===== config.mk =====
export PLATFORM = sky130hd
export DESIGN_NAME = uart_rx
export DESIGN_NICKNAME = d
export VERILOG_FILES = /design/src/rtl/uart_pkg.sv /design/src/rtl/uart_sync.sv /design/src/rtl/uart_rx.sv
export SDC_FILE = /design/constraint.sdc
export NUM_CORES = 1
export LEC_CHECK = 0
export CAP_MARGIN = 10
export CORE_MARGIN = 3
export CORE_UTILIZATION = 35
export CTS_CLUSTER_SIZE = 24
export DETAILED_ROUTE_END_ITERATION = 16
export DONT_BUFFER_PORTS = 1
export GPL_TIMING_DRIVEN = 0
export MAX_ROUTING_LAYER = met4
export RECOVER_POWER = 50
export SLEW_MARGIN = 40
export SYNTH_ARGS = -nofsm -noshare
export SYNTH_HDL_FRONTEND = slang
export SYNTH_SLANG_ARGS = --single-unit

===== constraint.sdc =====
create_clock -name clk -period 1.8 [get_ports clk]
set_input_delay 0.36 -clock clk [delete_from_list [all_inputs] [get_ports clk]]
set_output_delay 0.36 -clock clk [all_outputs]
set_load 0.005 [all_outputs]

===== src/rtl/uart_pkg.sv =====
// Shared UART definitions: receiver state encoding and oversampling constants.
package uart_pkg;

  typedef enum logic [1:0] {IDLE, START, DATA, STOP} rx_state_t;

  localparam int OVERSAMPLE     = 16;
  localparam int MID_START_TICK = 7;

endpackage


===== src/rtl/uart_sync.sv =====
// N-flop synchronizer with a configurable reset value (used for rx, later CTS/RTS).
module uart_sync #(
  parameter int   N       = 2,
  parameter logic RST_VAL = 1'b1
) (
  input  logic clk,
  input  logic arst_n,
  input  logic d,
  output logic q
);

  logic [N-1:0] ff;

  // Shift the asynchronous input through the flop chain.
  always_ff @(posedge clk or negedge arst_n) begin
    if (!arst_n) ff <= {N{RST_VAL}};
    else         ff <= {ff[N-2:0], d};
  end

  assign q = ff[N-1];

endmodule


===== src/rtl/uart_rx.sv =====
// 16x-oversampled UART receiver: start, DATA_BITS data bits LSB first, stop bit.
module uart_rx
  import uart_pkg::*;
#(
  parameter int DATA_BITS     = 8,
  parameter int STOP_BIT_TICK = 16
) (
  input  logic                 clk,
  input  logic                 arst_n,
  input  logic                 tick,
  input  logic                 rx,
  output logic [DATA_BITS-1:0] dout,
  output logic                 rx_done,
  output logic                 frame_err
);

  // s_cnt must reach STOP_BIT_TICK-1 and at least OVERSAMPLE-1.
  localparam int SW = ($clog2(STOP_BIT_TICK) < 4) ? 4 : $clog2(STOP_BIT_TICK);
  localparam int NW = $clog2(DATA_BITS);

  logic                 rx_s;
  rx_state_t            state, state_n;
  logic [SW-1:0]        s_cnt, s_cnt_n;
  logic [NW-1:0]        n_cnt, n_cnt_n;
  logic [DATA_BITS-1:0] b_reg, b_reg_n, dout_n;
  logic                 done_n, ferr_n;

  uart_sync #(.N(2), .RST_VAL(1'b1)) u_sync (
    .clk    (clk),
    .arst_n (arst_n),
    .d      (rx),
    .q      (rx_s)
  );

  // Next-state logic: timing advances only on tick, except the IDLE edge detect.
  always_comb begin
    state_n = state;
    s_cnt_n = s_cnt;
    n_cnt_n = n_cnt;
    b_reg_n = b_reg;
    dout_n  = dout;
    done_n  = 1'b0;
    ferr_n  = 1'b0;
    unique case (state)
      IDLE: begin
        if (!rx_s) begin
          state_n = START;
          s_cnt_n = '0;
        end
      end
      START: begin
        if (tick) begin
          if (s_cnt == SW'(MID_START_TICK)) begin
            if (!rx_s) begin
              state_n = DATA;
              s_cnt_n = '0;
              n_cnt_n = '0;
            end else begin
              state_n = IDLE;  // start bit gone by mid-bit: glitch
            end
          end else begin
            s_cnt_n = s_cnt + SW'(1);
          end
        end
      end
      DATA: begin
        if (tick) begin
          if (s_cnt == SW'(OVERSAMPLE - 1)) begin
            b_reg_n = {rx_s, b_reg[DATA_BITS-1:1]};
            s_cnt_n = '0;
            if (n_cnt == NW'(DATA_BITS - 1)) state_n = STOP;
            else                             n_cnt_n = n_cnt + NW'(1);
          end else begin
            s_cnt_n = s_cnt + SW'(1);
          end
        end
      end
      STOP: begin
        if (tick) begin
          if (s_cnt == SW'(STOP_BIT_TICK - 1)) begin
            dout_n  = b_reg;
            done_n  = 1'b1;
            ferr_n  = !rx_s;
            state_n = IDLE;
          end else begin
            s_cnt_n = s_cnt + SW'(1);
          end
        end
      end
      default: state_n = IDLE;
    endcase
  end

  // FSM, counters, shift register and registered strobes.
  always_ff @(posedge clk or negedge arst_n) begin
    if (!arst_n) begin
      state     <= IDLE;
      s_cnt     <= '0;
      n_cnt     <= '0;
      b_reg     <= '0;
      dout      <= '0;
      rx_done   <= 1'b0;
      frame_err <= 1'b0;
    end else begin
      state     <= state_n;
      s_cnt     <= s_cnt_n;
      n_cnt     <= n_cnt_n;
      b_reg     <= b_reg_n;
      dout      <= dout_n;
      rx_done   <= done_n;
      frame_err <= ferr_n;
    end
  end

endmodule


# Word level (Yosys, flattened, before mapping)

Index checks and enable logic that the tools add are counted.

Add/sub/neg operators: 2
Eq/ne operators: 17
Mux-type cells: 31
Reductions and logical operators: 8

Operators by type and width:

| kind                                           | count |
|---|---|
| 2-to-1 mux 4 bit                               | 7 |
| inequality test 2 bit (second input constant)  | 11 |
| 2-to-1 mux 2 bit                               | 9 |
| 2-to-1 mux 3 bit                               | 6 |
| one-hot mux 4 bit (4 select lines)             | 1 |
| one-hot mux 2 bit (4 select lines)             | 1 |
| AND reduction 8 bit                            | 1 |
| AND reduction 7 bit                            | 1 |
| 2-to-1 mux 1 bit                               | 6 |
| one-hot mux 3 bit (2 select lines)             | 1 |
| AND reduction 3 bit                            | 2 |
| adder 4 x 1 -> 4 bit (second input constant)   | 1 |
| == test 2 bit (second input constant)          | 2 |
| == test 4 x 3 -> 1 bit (second input constant) | 1 |
| == test 4 bit (second input constant)          | 1 |
| AND reduction 4 bit                            | 1 |
| adder 3 x 1 -> 3 bit (second input constant)   | 1 |
| == test 3 bit (second input constant)          | 1 |
| == test 2 x 1 -> 1 bit (second input constant) | 1 |
| zero test 2 bit                                | 1 |
| nonzero test 2 bit                             | 1 |
| zero test 1 bit                                | 1 |

Bits in registers: 29
Bits of input ports: 4
Output and inout port bits: 10

# Depth between registers and ports, before layout

Word-level depth: 5
Depth in mapped cells: 6
Mapped depth without buffers: 6

# Cells and area by module

Synthesis repeated with hierarchy kept, for this count alone.

Cells, all modules: 104
Area total of the unflattened synthesis: 1338.8 um^2

Modules (own cells, without submodules):

| module    | times used | cells each | area each (um^2) | sequential area each (um^2) |
|---|---|---|---|---|
| uart_rx   | 1          | 102        | 1286.2           | 675.6 |
| uart_sync | 1          | 2          | 52.6             | 52.6 |

# Least setup slack after synthesis

OpenSTA, ideal clock, no wires.

Path type: register to register
Start: register s_cnt[0]
End: register n_cnt[0]
Data arrival time: 1.501 ns
Data required time: 1.672 ns
Slack: 0.171 ns
Stages on the path, launching flop included: 6
Period minus slack after synthesis: 1.629 ns
Cell sequence: dfrtp_1 > ha_1 > and3b_1 > nand2b_4 > o221ai_2 > mux2_1

Longest elaborated chain between the ends: 3

Ends and longest elaborated chain:

| what                                                    | RTL line                     | text |
|---|---|---|
| from (decl)                                             | uart_rx.sv:23                | `logic [SW-1:0] s_cnt, s_cnt_n;` |
| from (signal assigned)                                  | uart_rx.sv:106               | `s_cnt <= s_cnt_n;` |
| == test 4 bit or == test 4 x 3 -> 1 bit (tied branches) | uart_rx.sv:68, uart_rx.sv:53 |  |
| inequality test 2 bit (no source line)                  | n/a                          |  |
| AND reduction 7 bit (no source line) *                  | n/a                          |  |
| to (signal assigned)                                    | uart_rx.sv:107               | `n_cnt <= n_cnt_n;` |
| to (decl)                                               | uart_rx.sv:24                | `logic [NW-1:0] n_cnt, n_cnt_n;` |

Every way passes the cells marked *; elsewhere a longest branch is shown, timed or not.
A chain may end at the register's enable or synchronous reset.

# Worst setup path in the final report

Start: register n_cnt[0]
End: register n_cnt[0]

Longest elaborated chain between the ends: 5

Ends and longest elaborated chain:

| what                               | RTL line      | text |
|---|---|---|
| adder 3 x 1 -> 3 bit               | uart_rx.sv:72 | `else n_cnt_n = n_cnt + NW'(1);` |
| 2-to-1 mux 3 bit                   | uart_rx.sv:71 | `if (n_cnt == NW'(DATA_BITS - 1)) state_n = STOP;` |
| 2-to-1 mux 3 bit                   | uart_rx.sv:68 | `if (s_cnt == SW'(OVERSAMPLE - 1)) begin` |
| 2-to-1 mux 3 bit                   | uart_rx.sv:67 | `if (tick) begin` |
| one-hot mux 3 bit (2 select lines) | uart_rx.sv:44 | `unique case (state)` |

Several ways; a longest one is shown, not always the timed one. The select of a mux whose other input is x is not followed.

==> impl_results.md <==
- Status: finished, final reports clean
- Register area share after synthesis: 0.546
- Layout cells sized above 1: 0.383
- Critical path class: reg -> reg
- Largest net degree at the start of global routing: 30
- Initial Util: 0.382
- VDD IR max: 473 uV
- Crit-path cells: ha_2, ha_2, nand2b_1, o32ai_2, o221ai_4, mux2_1
- Syn Nets: 111
- Total core area: 3490 um2
- Hold WS: 76.1 ps
- CP max stage cell: dfrtp_1
- Final nets: 121
- Post-Syn Area: 1330 um2
- Placed Area: 1390 um2
- Area share of the largest cell type after synthesis: 0.507
- Synth top area cells: dfrtp_1, mux2_2, dfstp_2, ha_1, mux2_1
- Achievable frequency: 580 MHz
- WL/cell: 15.2 um
- Ys Warns: 0
- Detailed Place HPWL: 1.61 mm
- Initial antenna violation count: 0
- P per Cell Area: 1050 nW/um2
- # port buffers: 0
- Int Power: 1.15 mW
- Antenna viol nets, final: 0
- Layout area overhead: 15.8%
- Minimum clock period: 1720 ps
- Area leader, netlist: dfrtp_1
- WP buf/inv: 0
- Multi-input gate area: 587 um2
- Syn avg cell area: 12.8 um2
- H-Tree Depth: 2
- Clock Skew: 5.05 ps
- Total congestion overflow: 0
- Worst setup EP type: flip-flop
- Total track usage: 0.126
- Reg clk slew, reported paths: 70 ps
- First-pass GRT wire length: 3.98 mm
- # fillers: 322
- Critical path's top delay family: flip-flops
- Final std cells w/o fill: 161
- Post-route cell area: 1540 um2
- Clock network power share: 0.319
- RSZ-0062 raised after global routing: no
- Root Buffer: clkbuf_8
- Post-synth cell types: 37
- RD Place Congestion: 0.849
- CTS tree: built
- Iter 0 DRT Violations: 34
- Crit-path most repeated cell: ha_2
- Required time worst endpoint: 1960 ps
- Yosys reg bits: 29
- Clk buf depth: 2
- Register area: 728 um2
- Worst setup SP type: flip-flop
- Max incr delay on CP: 400 ps
- Final hold vios: 0
- Total CTS buffers: 5
- Max-Cap Viols: 0
- Mapped Cells: 104
- Fin. max-slew vios: 0
- Design Power: 1.62 mW
- Initial DRT Pass Iterations: 4
- Crit share post-route: 0.958
- Row count: 21
- Wirelength, routed: 2.45 mm
- Vias in the first global route: 863
- Least-Margin Pin Slew: 723 ps
- P_leak: 0.716 nW
- Switch share: 0.294
- Hold WC Path Type: in -> reg
- Setup-failing EPs final: 0
- Slew margin rel.: 0.518
- Comb pwr share: 0.194
- Residual DRC: 0
- Die Ht: 67.7 um
- Vias: 861
- Io pins: 14
- Total net switching power: 0.478 mW
- DP Cell Count: 150
- CP max FO: 3
- # diodes: 0
- Clk sinks: 29
- Total die area: 4590 um2
- Seq pwr share: 0.488
- Die W: 67.7 um
- Post-layout util: 0.442
- Critical Path AT: 1890 ps
- Vias per cell: 5.35
- Clock latency on the worst-skew pair: 280 ps
worst paths after layout:
path / startpoint / to / slack [ps] / cells after the start
setup / recovery: n_cnt[0] / n_cnt[0] / 80 / 6
hold / removal: rx / u_sync.ff[0] / 80 / 0
setup reg to reg: n_cnt[0] / n_cnt[0] / 80 / 6
hold reg to reg: u_sync.ff[0] / u_sync.ff[1] / 360 / 0
max in group asynchronous: arst_n / b_reg[4] / 650 / 2
min in group asynchronous: arst_n / n_cnt[0] / 690 / 2
cells by family (layout without fill, tap and decap cells):
| group | Yosys count | count (layout) | share of synthesized area |
|---|---|---|---|
| AND/OR/NAND/NOR | 29 | 29 | 0.130 |
| buffers and inverters | 9 | 20 | 0.0375 |
| flip-flops | 29 | 29 | 0.546 |
| AO/OA/AOI/OAI | 14 | 14 | 0.0891 |
| multiplexers | 20 | 20 | 0.169 |
| adder cells (fa/ha/maj) | 3 | 3 | 0.0281 |
through the flow:
stage	setup TNS [ps]	setup slack [ps]
6_report	0	76.2
5_1_grt	0	5.17
4_1_cts	0	2.68
3_5_place_dp	-319	-51.4
3_3_place_gp	-155	-23.2
2_1_floorplan	0	171
synth_stat cells:
cell and number:
dfrtp_1 27, mux2_2 17, nand2_1 6, inv_1 5
nor2_1 5, o21ai_0 4, ha_1 3, mux2_1 3
nand3_1 3, buf_4 2, dfstp_2 2, nand2b_1 2
a211o_1 1, a221oi_1 1, a22o_1 1, a2bb2oi_1 1
a31o_1 1, a41o_1 1, and2_1 1, and3_1 1
and3b_1 1, buf_2 1, buf_6 1, nand2b_4 1
nand3b_1 1, nand4_1 1, nand4b_1 1, nor2_2 1
nor3_1 1, nor3_4 1, nor3b_1 1, nor4_1 1
o21bai_1 1, o221ai_2 1, o22ai_1 1, o32ai_2 1
or2_2 1
final cells by class:
| class | count | share of cell area |
|---|---|---|
| buffer | 4 | 0.0203 |
| clock buffer | 5 | 0.0446 |
| clock inverter | 3 | 0.0113 |
| inverter | 5 | 0.0122 |
| multi-input combinational | 66 | 0.380 |
| sequential | 29 | 0.472 |
| tap | 46 | 0.0373 |
| timing repair buffer | 3 | 0.0227 |
cell usage in the layout, fill, tap and decap left out, types with 2 or more instances in the layout:
cell,instances
nand3_1,3
clkinv_2,2
nand2_1,6
mux2_4,2
ha_2,3
nand2b_1,2
clkbuf_8,5
dfstp_2,2
dfrtp_1,27
mux2_2,17
nor2_1,5
o21ai_0,4
inv_1,5
buf_4,2
power by group through the flow:
stage               Combinational, mW  Sequential [mW]  Clock (mW)
floorplan                       0.228            0.784           0
global placement                0.259            0.797           0
detailed placement              0.270            0.802           0
CTS                             0.291            0.790       0.540
global route                    0.347            0.808       0.579
finish                          0.314            0.792       0.517
repair_timing:
item | 4_1_cts | 5_1_grt
resized for setup | 0 | 7
gates cloned | 0 | 0
hold buffers | 2 | 0
setup buffers | 1 | 0
setup endpoints to repair | 8 | 19
hold endpoints to repair | 29 | 0
pin swaps | 1 | 1
worst register-to-register path: stages (launching register included):
cell and delay [ps]:
dfrtp_1 400, ha_2 190, ha_2 170, nand2b_1 150, o32ai_2 170, o221ai_4 190
mux2_1 330
metal layers:
layer | share of wire | global-route usage
met5 | 0 | -
met4 | 0.020 | 0.0734
met3 | 0.050 | 0.0599
met2 | 0.48 | 0.180
met1 | 0.45 | 0.142
Power figures use the tool's default switching activity.
